## config.mk

```make
export PLATFORM = sky130hd
export DESIGN_NAME = ctrl_pipe_flat
export DESIGN_NICKNAME = d
export VERILOG_FILES = /design/src/rtl/cpu_ctrl_pkg.sv /design/src/rtl/ctrl_pipe_if.sv /design/src/rtl/ctrl_stage_reg.sv /design/src/rtl/ctrl_pipe.sv /design/src/flat_wrapper.sv
export SDC_FILE = /design/constraint.sdc
export NUM_CORES = 1
export LEC_CHECK = 0
export CAP_MARGIN = 20
export CORE_ASPECT_RATIO = 1.2
export CORE_MARGIN = 2
export CORE_UTILIZATION = 29
export DETAILED_ROUTE_END_ITERATION = 7
export PLACE_DENSITY = 0.66
export SYNTH_ARGS = -nofsm -noshare
export SYNTH_HDL_FRONTEND = slang
export SYNTH_SLANG_ARGS = --single-unit
```

## constraint.sdc

```tcl
create_clock -name clk_i -period 3.2 [get_ports clk_i]
set_clock_uncertainty 0.05 [all_clocks]
set_input_delay 0.64 -clock clk_i [delete_from_list [all_inputs] [get_ports clk_i]]
set_output_delay 0.64 -clock clk_i [all_outputs]
set_load 0.01 [all_outputs]
```

## src/rtl/cpu_ctrl_pkg.sv

```systemverilog
// Shared control-bundle layout for the ID->EX->MEM->WB control pipeline.
package cpu_ctrl_pkg;

    localparam int CTRL_W_DEF = 8;
    localparam int REG_AW_DEF = 5;

    localparam int CTRL_REGWRITE = 7;
    localparam int CTRL_MEMTOREG = 6;
    localparam int CTRL_MEMREAD  = 5;
    localparam int CTRL_MEMWRITE = 4;
    localparam int CTRL_ALUSRC   = 3;
    localparam int CTRL_ALUOP_HI = 2;
    localparam int CTRL_ALUOP_LO = 1;
    localparam int CTRL_REGDST   = 0;

    localparam logic [CTRL_W_DEF-1:0] CTRL_BUBBLE = 8'h00;

    typedef enum logic [1:0] {
        ALUOP_ADD   = 2'b00,
        ALUOP_SUB   = 2'b01,
        ALUOP_FUNCT = 2'b10
    } aluop_e;

    // Anything that is not a solid 1 (0, X or Z) is stored as 0.
    function automatic logic clean_bit(input logic b);
        return (b === 1'b1);
    endfunction

endpackage

```

## src/rtl/ctrl_pipe_if.sv

```systemverilog
// Bundle between the ID stage / datapath and the control pipeline.
interface ctrl_pipe_if #(
    parameter int CTRL_W = 8,
    parameter int REG_AW = 5
);
    logic [CTRL_W-1:0] id_ctrl_i;
    logic [REG_AW-1:0] id_rs_i;
    logic [REG_AW-1:0] id_rt_i;
    logic [REG_AW-1:0] id_rd_i;
    logic              flush_i;
    logic              stall_o;
    logic              ex_alusrc_o;
    logic [1:0]        ex_aluop_o;
    logic [REG_AW-1:0] ex_wreg_o;
    logic              mem_memread_o;
    logic              mem_memwrite_o;
    logic              mem_regwrite_o;
    logic [REG_AW-1:0] mem_wreg_o;
    logic              wb_regwrite_o;
    logic              wb_memtoreg_o;
    logic [REG_AW-1:0] wb_wreg_o;

    modport master (
        output id_ctrl_i, id_rs_i, id_rt_i, id_rd_i, flush_i,
        input  stall_o, ex_alusrc_o, ex_aluop_o, ex_wreg_o,
               mem_memread_o, mem_memwrite_o, mem_regwrite_o, mem_wreg_o,
               wb_regwrite_o, wb_memtoreg_o, wb_wreg_o
    );

    modport slave (
        input  id_ctrl_i, id_rs_i, id_rt_i, id_rd_i, flush_i,
        output stall_o, ex_alusrc_o, ex_aluop_o, ex_wreg_o,
               mem_memread_o, mem_memwrite_o, mem_regwrite_o, mem_wreg_o,
               wb_regwrite_o, wb_memtoreg_o, wb_wreg_o
    );

endinterface

```

## src/rtl/ctrl_stage_reg.sv

```systemverilog
// Pipeline stage register: async active-low clear, synchronous bubble load.
module ctrl_stage_reg #(
    parameter int W = 8
) (
    input  logic         clk_i,
    input  logic         rst_i,
    input  logic         bubble_i,
    input  logic [W-1:0] d_i,
    output logic [W-1:0] q_o
);

    logic [W-1:0] data_d;
    logic [W-1:0] data_q;

    always_comb begin
        data_d = bubble_i ? '0 : d_i;
    end

    always_ff @(posedge clk_i or negedge rst_i) begin
        if (!rst_i) begin
            data_q <= '0;
        end else begin
            data_q <= data_d;
        end
    end

    assign q_o = data_q;

endmodule

```

## src/rtl/ctrl_pipe.sv

```systemverilog
// Control pipeline ID/EX -> EX/MEM -> MEM/WB with load-use hazard detection.
module ctrl_pipe
    import cpu_ctrl_pkg::*;
#(
    parameter int CTRL_W = CTRL_W_DEF,
    parameter int REG_AW = REG_AW_DEF
) (
    input logic         clk_i,
    input logic         rst_i,
    ctrl_pipe_if.slave  bus
);

    localparam int IDEX_W  = CTRL_W + 3 * REG_AW;
    localparam int EXMEM_W = 4 + REG_AW;
    localparam int MEMWB_W = 2 + REG_AW;

    logic [CTRL_W-1:0]  ctrl_clean;
    logic [REG_AW-1:0]  rs_clean;
    logic [REG_AW-1:0]  rt_clean;
    logic [REG_AW-1:0]  rd_clean;
    logic [IDEX_W-1:0]  idex_d;
    logic [IDEX_W-1:0]  idex_q;
    logic [EXMEM_W-1:0] exmem_d;
    logic [EXMEM_W-1:0] exmem_q;
    logic [MEMWB_W-1:0] memwb_d;
    logic [MEMWB_W-1:0] memwb_q;

    logic [CTRL_W-1:0]  ex_ctrl;
    logic [REG_AW-1:0]  ex_rs_unused;
    logic [REG_AW-1:0]  ex_rt;
    logic [REG_AW-1:0]  ex_rd;
    logic [REG_AW-1:0]  ex_wreg;
    logic               stall;
    logic               idex_bubble;

    logic               mem_regwrite;
    logic               mem_memtoreg;
    logic               mem_memread;
    logic               mem_memwrite;
    logic [REG_AW-1:0]  mem_wreg;

    // Sanitise at capture so no X, stale dest or stray MemtoReg travels down the pipe.
    always_comb begin
        for (int i = 0; i < CTRL_W; i++) begin
            ctrl_clean[i] = clean_bit(bus.id_ctrl_i[i]);
        end
        for (int i = 0; i < REG_AW; i++) begin
            rs_clean[i] = clean_bit(bus.id_rs_i[i]);
            rt_clean[i] = clean_bit(bus.id_rt_i[i]);
            rd_clean[i] = clean_bit(bus.id_rd_i[i]);
        end
        if (!ctrl_clean[CTRL_MEMREAD] && !ctrl_clean[CTRL_MEMWRITE]) begin
            ctrl_clean[CTRL_MEMTOREG] = 1'b0;
        end
        if (!ctrl_clean[CTRL_REGWRITE]) begin
            rt_clean = '0;
            rd_clean = '0;
        end
        idex_d = {ctrl_clean, rs_clean, rt_clean, rd_clean};
    end

    assign idex_bubble = stall | bus.flush_i;

    ctrl_stage_reg #(.W(IDEX_W)) u_idex (
        .clk_i    (clk_i),
        .rst_i    (rst_i),
        .bubble_i (idex_bubble),
        .d_i      (idex_d),
        .q_o      (idex_q)
    );

    assign {ex_ctrl, ex_rs_unused, ex_rt, ex_rd} = idex_q;
    assign ex_wreg = ex_ctrl[CTRL_REGDST] ? ex_rd : ex_rt;

    // Register 0 is never a real producer, so it cannot cause a stall.
    assign stall = ex_ctrl[CTRL_MEMREAD] && (ex_wreg != '0) &&
                   ((ex_wreg == bus.id_rs_i) || (ex_wreg == bus.id_rt_i));

    always_comb begin
        exmem_d = {ex_ctrl[CTRL_REGWRITE], ex_ctrl[CTRL_MEMTOREG],
                   ex_ctrl[CTRL_MEMREAD], ex_ctrl[CTRL_MEMWRITE], ex_wreg};
    end

    ctrl_stage_reg #(.W(EXMEM_W)) u_exmem (
        .clk_i    (clk_i),
        .rst_i    (rst_i),
        .bubble_i (1'b0),
        .d_i      (exmem_d),
        .q_o      (exmem_q)
    );

    assign {mem_regwrite, mem_memtoreg, mem_memread, mem_memwrite, mem_wreg} = exmem_q;

    always_comb begin
        memwb_d = {mem_regwrite, mem_memtoreg, mem_wreg};
    end

    ctrl_stage_reg #(.W(MEMWB_W)) u_memwb (
        .clk_i    (clk_i),
        .rst_i    (rst_i),
        .bubble_i (1'b0),
        .d_i      (memwb_d),
        .q_o      (memwb_q)
    );

    assign bus.stall_o        = stall;
    assign bus.ex_alusrc_o    = ex_ctrl[CTRL_ALUSRC];
    assign bus.ex_aluop_o     = ex_ctrl[CTRL_ALUOP_HI:CTRL_ALUOP_LO];
    assign bus.ex_wreg_o      = ex_wreg;
    assign bus.mem_memread_o  = mem_memread;
    assign bus.mem_memwrite_o = mem_memwrite;
    assign bus.mem_regwrite_o = mem_regwrite;
    assign bus.mem_wreg_o     = mem_wreg;
    assign {bus.wb_regwrite_o, bus.wb_memtoreg_o, bus.wb_wreg_o} = memwb_q;

endmodule

```

## src/flat_wrapper.sv

```systemverilog
// flat-port wrapper written by rule: the top's interface ports become plain ports
module ctrl_pipe_flat import cpu_ctrl_pkg::*;
#(
    parameter int CTRL_W = CTRL_W_DEF,
    parameter int REG_AW = REG_AW_DEF
)
  (clk_i, rst_i, bus_id_ctrl_i, bus_id_rs_i, bus_id_rt_i, bus_id_rd_i, bus_flush_i, bus_stall_o, bus_ex_alusrc_o, bus_ex_aluop_o, bus_ex_wreg_o, bus_mem_memread_o, bus_mem_memwrite_o, bus_mem_regwrite_o, bus_mem_wreg_o, bus_wb_regwrite_o, bus_wb_memtoreg_o, bus_wb_wreg_o);
  ctrl_pipe_if #(.CTRL_W(CTRL_W), .REG_AW(REG_AW)) bus_i ();
  input logic clk_i;
  input logic rst_i;
  input wire logic [$bits(bus_i.id_ctrl_i)-1:0] bus_id_ctrl_i;
  input wire logic [$bits(bus_i.id_rs_i)-1:0] bus_id_rs_i;
  input wire logic [$bits(bus_i.id_rt_i)-1:0] bus_id_rt_i;
  input wire logic [$bits(bus_i.id_rd_i)-1:0] bus_id_rd_i;
  input wire logic [$bits(bus_i.flush_i)-1:0] bus_flush_i;
  output wire logic [$bits(bus_i.stall_o)-1:0] bus_stall_o;
  output wire logic [$bits(bus_i.ex_alusrc_o)-1:0] bus_ex_alusrc_o;
  output wire logic [$bits(bus_i.ex_aluop_o)-1:0] bus_ex_aluop_o;
  output wire logic [$bits(bus_i.ex_wreg_o)-1:0] bus_ex_wreg_o;
  output wire logic [$bits(bus_i.mem_memread_o)-1:0] bus_mem_memread_o;
  output wire logic [$bits(bus_i.mem_memwrite_o)-1:0] bus_mem_memwrite_o;
  output wire logic [$bits(bus_i.mem_regwrite_o)-1:0] bus_mem_regwrite_o;
  output wire logic [$bits(bus_i.mem_wreg_o)-1:0] bus_mem_wreg_o;
  output wire logic [$bits(bus_i.wb_regwrite_o)-1:0] bus_wb_regwrite_o;
  output wire logic [$bits(bus_i.wb_memtoreg_o)-1:0] bus_wb_memtoreg_o;
  output wire logic [$bits(bus_i.wb_wreg_o)-1:0] bus_wb_wreg_o;
  assign bus_i.id_ctrl_i = bus_id_ctrl_i;
  assign bus_i.id_rs_i = bus_id_rs_i;
  assign bus_i.id_rt_i = bus_id_rt_i;
  assign bus_i.id_rd_i = bus_id_rd_i;
  assign bus_i.flush_i = bus_flush_i;
  assign bus_stall_o = bus_i.stall_o;
  assign bus_ex_alusrc_o = bus_i.ex_alusrc_o;
  assign bus_ex_aluop_o = bus_i.ex_aluop_o;
  assign bus_ex_wreg_o = bus_i.ex_wreg_o;
  assign bus_mem_memread_o = bus_i.mem_memread_o;
  assign bus_mem_memwrite_o = bus_i.mem_memwrite_o;
  assign bus_mem_regwrite_o = bus_i.mem_regwrite_o;
  assign bus_mem_wreg_o = bus_i.mem_wreg_o;
  assign bus_wb_regwrite_o = bus_i.wb_regwrite_o;
  assign bus_wb_memtoreg_o = bus_i.wb_memtoreg_o;
  assign bus_wb_wreg_o = bus_i.wb_wreg_o;
  ctrl_pipe #(.CTRL_W(CTRL_W), .REG_AW(REG_AW)) u_core (.clk_i(clk_i), .rst_i(rst_i), .bus(bus_i));
endmodule
```

-- Word-level counts from Yosys, hierarchy flattened
Cells that the tools add are included.
- shift operators: 0
- divide/modulo/power cells: 0
- $lt $le $gt $ge: 0
- $mul: 0
- add/sub/neg operators: 0
- reduce and logical (&&, ||, !) cells: 7
- eq/ne operators: 25
- bitwise gates (word level): 1
- mux-type cells: 5
- operators with widths (kind ; number):
    1-bit case equality test (second input constant) ; 23
    23-bit 2-to-1 mux ; 1
    5-bit 2-to-1 mux ; 3
    5-bit == test ; 2
    5-bit nonzero test ; 1
    1-bit logical AND ; 3
    1-bit logical NOT ; 2
    1-bit logical OR ; 1
    1-bit 2-to-1 mux ; 1
    1-bit bitwise OR ; 1
- register bits after elaboration: 39
- output and inout bits: 24
- word-level logic and storage cells: 41
- input bits: 26
- memories: 0
- latch bits: 0
- memory bits (read-only): 0
- RAM bits: 0

-- Depth between registers and ports, before layout
- word-level depth: 6
- gate-level depth with buffers: 8
- mapped depth without buffers: 6

-- Cells and area by module
From an unflattened synthesis, not the netlist that was laid out.
- cells, all modules: 121
- area total of the unflattened synthesis: 1585.3 um^2
- by module, submodules not included (module ; sequential area each (um^2) ; area each (um^2) ; times used ; cells an instance):
    ctrl_stage_reg (u_core.u_idex) ; 575.6 ; 784.5 ; 1 ; 48
    ctrl_pipe ; 0.0 ; 300.3 ; 1 ; 41
    ctrl_stage_reg (u_core.u_exmem) ; 225.2 ; 281.5 ; 1 ; 18
    ctrl_stage_reg (u_core.u_memwb) ; 175.2 ; 219.0 ; 1 ; 14

-- Least setup slack after synthesis
OpenSTA, ideal clock, no wires.
- kind: register to output
- start: register u_core.u_idex.data_q[15], in the netlist u_core.u_idex.q_o[15]
- end: output bus_stall_o
- arrival time: 1.563 ns
- setup slack: 0.947 ns
- required time: 2.510 ns
- path buffers: 2
- cell stages (with the launch flop): 7
- cell sequence: dfrtp_1 buf_6 mux2i_1 xor2_1 nand3_2 a21oi_4 buf_6
- word-level cells in the longest chain between the ends: 4
- elaborated cells on any way between the ends: 7
- classes of those cells: 2 x eq/ne; 1 x mux; 4 x reduce/logical
- RTL lines (element ; line ; source):
    start, declared ; ctrl_stage_reg.sv:13 ; logic [W-1:0] data_q;
    start signal, assigned ; ctrl_stage_reg.sv:23 ; data_q <= data_d;
    5-bit 2-to-1 mux (*) ; ctrl_pipe.sv:73 ; assign ex_wreg = ex_ctrl[CTRL_REGDST] ? ex_rd : ex_rt;
    5-bit == test / 5-bit nonzero test (equally long branches) ; ctrl_pipe.sv:77, ctrl_pipe.sv:76 ;
    1-bit logical OR / 1-bit logical AND (equally long branches) ; ctrl_pipe.sv:77, ctrl_pipe.sv:76 ;
    1-bit logical AND (*) ; ctrl_pipe.sv:76 ; assign stall = ex_ctrl[CTRL_MEMREAD] && (ex_wreg != '0) &&
    end, declared ; flat_wrapper.sv:16 ; output wire logic [$bits(bus_i.stall_o)-1:0] bus_stall_o;
Every way passes the cells marked *; elsewhere a longest branch is shown, timed or not.

-- Worst setup path after layout
Same ends and word-level chain as after synthesis.

==> impl_metrics.tcl <==
set metrics [dict create \
    ios 50 \
    std_cell_rows 27 \
    grt_max_degree 35 \
    slew_headroom_pct 52.4 \
    synthCells 102 \
    synth.distinct_cells 23 \
    cap_violations 0 \
    core_sq_um 4530 \
    num_vias 847 \
    clockBufferDepth 2 \
    ctsRootBufferMaster "clkbuf_8" \
    drv_slew 0 \
    cts_setup_buffers 0 \
    cts_num_sinks 34 \
    status "finished clean" \
    diodes 0 \
    routed_wl_um 2560 \
    track_usage_pct 11.0 \
    power_mw 0.962 \
    drt_iter0_markers 50 \
    die_area_sq_um 5190 \
    grt_pass1_vias 893 \
    syn-num-nets 128 \
    critPathTopFamily "buffers and inverters" \
    cp.arrival_ns 2.28 \
    ys_seq_area_share_pct 63.4 \
    crit_fanout 5 \
    critPathLaunchType "flip-flop" \
    drive_above_1_share_pct 18.7 \
    ys_ff_latch 34 \
    critPathKind "reg -> out" \
    hold_path.class "reg -> reg" \
    drt_first_pass_iters 4 \
    cp_cell_sequence "mux2i_4, xnor2_1, nor3_1, nand3_1, a21oi_4, clkdlybuf4s50_1" \
    cp_data_required_time_ns 2.51 \
    fill_cells 435 \
    synth_area_sq_um 1340 \
    rsz0062_at_grt "no" \
    hold_viol_final 0 \
    slowest_delay_ns 0.56 \
    clk_latency_ns 0.28 \
    area_growth_pct 45.7 \
    finalSetupViolCount 0 \
    tns_ns 0 \
    start_util_pct 29.6 \
    overflow 0 \
    yosys_warnings 0 \
    fin_crit_ns 2.97 \
    wl_per_cell_um 12.3 \
    fin_nets 175 \
    crit_buf_inv 1 \
    cts_tree "yes" \
    die_x_um 66.1 \
    p_leak_nw 0.864 \
    ir_drop_uv 189 \
    gp_congestion 0.740 \
    hpwl_um 1940 \
    avgSynthCellArea_sq_um 13.1 \
    grt_pass1_wl_um 4210 \
    grt_antenna_before_repair 0 \
    dieHeight_um 78.5 \
    period_share_pct 92.9 \
    detail-route-antenna-nets 0 \
    cts_max_level 2 \
    cp_slowest_cell "clkdlybuf4s50_1" \
    powerDensity_nw_per_um2 492 \
    path_clk_slew_ns 0.07 \
    fmax_mhz 336 \
    tightest_slew_ns 0.713 \
    numCtsBuffers 5 \
    end_kind "output port" \
    final_cell_mix "49 x clkdlybuf4s50_1, 33 x dfrtp_1, 10 x nand2_1" \
    via_per_inst 4.07 \
    final_util_pct 43.2 \
    final_common_cell "clkdlybuf4s50_1" \
    drc 0 \
    port_buffers 49 \
]
==> flip-flops by register name (all words and copies together) (netlist names) <==
| name | flops |
|---|---|
| u_core.u_exmem.q_o | 9 |
| u_core.u_idex.q_o | 18 |
| u_core.u_memwb.q_o | 7 |
==> metrics by stage <==
stage	cell area, sq um	instances	setup WS (ns)	hold slack (ns)
2_1_floorplan	1340	102	0.947	0.281
3_3_place_gp	1840	200	0.225	0.282
3_5_place_dp	1840	200	0.208	0.287
4_1_cts	1950	208	0.0650	0.303
5_1_grt	1950	208	0.0891	0.311
6_report	1950	208	0.226	0.300
==> layout make-up <==
class	instances	area, sq um	area share (%)
multi-input cells	52	397	20.3
clock inverters	3	40.0	2.05
inverters	5	18.8	0.960
repair buffers	51	505	25.9
clock buffers	5	68.8	3.52
flip-flops and latches	34	852	43.6
well taps	58	72.6	3.71
==> metal layers <==
metal,global-route usage [%],part of all wire [%],wire length [um]
met5,0,0,0
met4,6.73,1.4,37
met2,17.6,49,1250
met1,13.2,43,1100
met3,2.72,6.6,170
==> synthesized netlist by cell type <==
cell | instances | area (sq um)
clkbuf_1 | 2 | 7.51
mux2i_1 | 2 | 20.0
nand4_1 | 1 | 6.26
mux2i_4 | 2 | 45.0
dfrtp_1 | 34 | 851
o21ai_0 | 1 | 5.00
nand3_2 | 1 | 10.0
nor2_2 | 9 | 56.3
nand2_1 | 10 | 37.5
xor2_1 | 4 | 35.0
nor2b_1 | 2 | 12.5
a21oi_4 | 1 | 16.3
xnor2_1 | 6 | 52.6
o21ai_1 | 1 | 5.00
nand3_1 | 1 | 5.00
nor3_2 | 1 | 10.0
inv_1 | 5 | 18.8
nor3b_1 | 6 | 45.0
nor2_1 | 1 | 3.75
mux2i_2 | 1 | 13.8
nor3_1 | 2 | 10.0
buf_6 | 2 | 22.5
buf_4 | 7 | 52.6
==> logic make-up after synthesis <==
logic type	after synthesis	synth area share (%)
AOI/OAI and AO/OA	3	1.96
xor gates and xnor gates	10	6.53
buffers and inverters	16	7.56
DFF	34	63.4
muxes	5	5.88
and+or+nand+nor	34	14.6
==> timing repair <==
action,4_1_cts,5_1_grt
hold endpoints to repair,0,0
resized for setup,0,3
hold buffers,0,0
endpoints found under the setup margin,0,1
==> path summary, 6_finish.rpt <==
path	start	to	slack [ns]	cells past startpoint
max	u_core.u_idex.q_o[15]$_DFF_PN0_	bus_stall_o	0.23	6
min	u_core.u_idex.q_o[21]$_DFF_PN0_	u_core.u_exmem.q_o[7]$_DFF_PN0_	0.30	0
max reg2reg	u_core.u_idex.q_o[15]$_DFF_PN0_	u_core.u_idex.q_o[15]$_DFF_PN0_	1.21	7
min reg2reg	u_core.u_idex.q_o[21]$_DFF_PN0_	u_core.u_exmem.q_o[7]$_DFF_PN0_	0.30	0
max in group asynchronous	rst_i	u_core.u_idex.q_o[15]$_DFF_PN0_	2.07	2
min in group asynchronous	rst_i	u_core.u_exmem.q_o[8]$_DFF_PN0_	0.70	2
==> power breakdown <==
part           leakage [nW]  total, mW  switching, mW  internal (mW)
Sequential            0.449      0.461         0.0104          0.451
Clock                0.0579      0.377          0.148          0.229
Combinational         0.356      0.124         0.0507         0.0735
Total                 0.864      0.962          0.209          0.753
(Power assumes the default switching activity.)
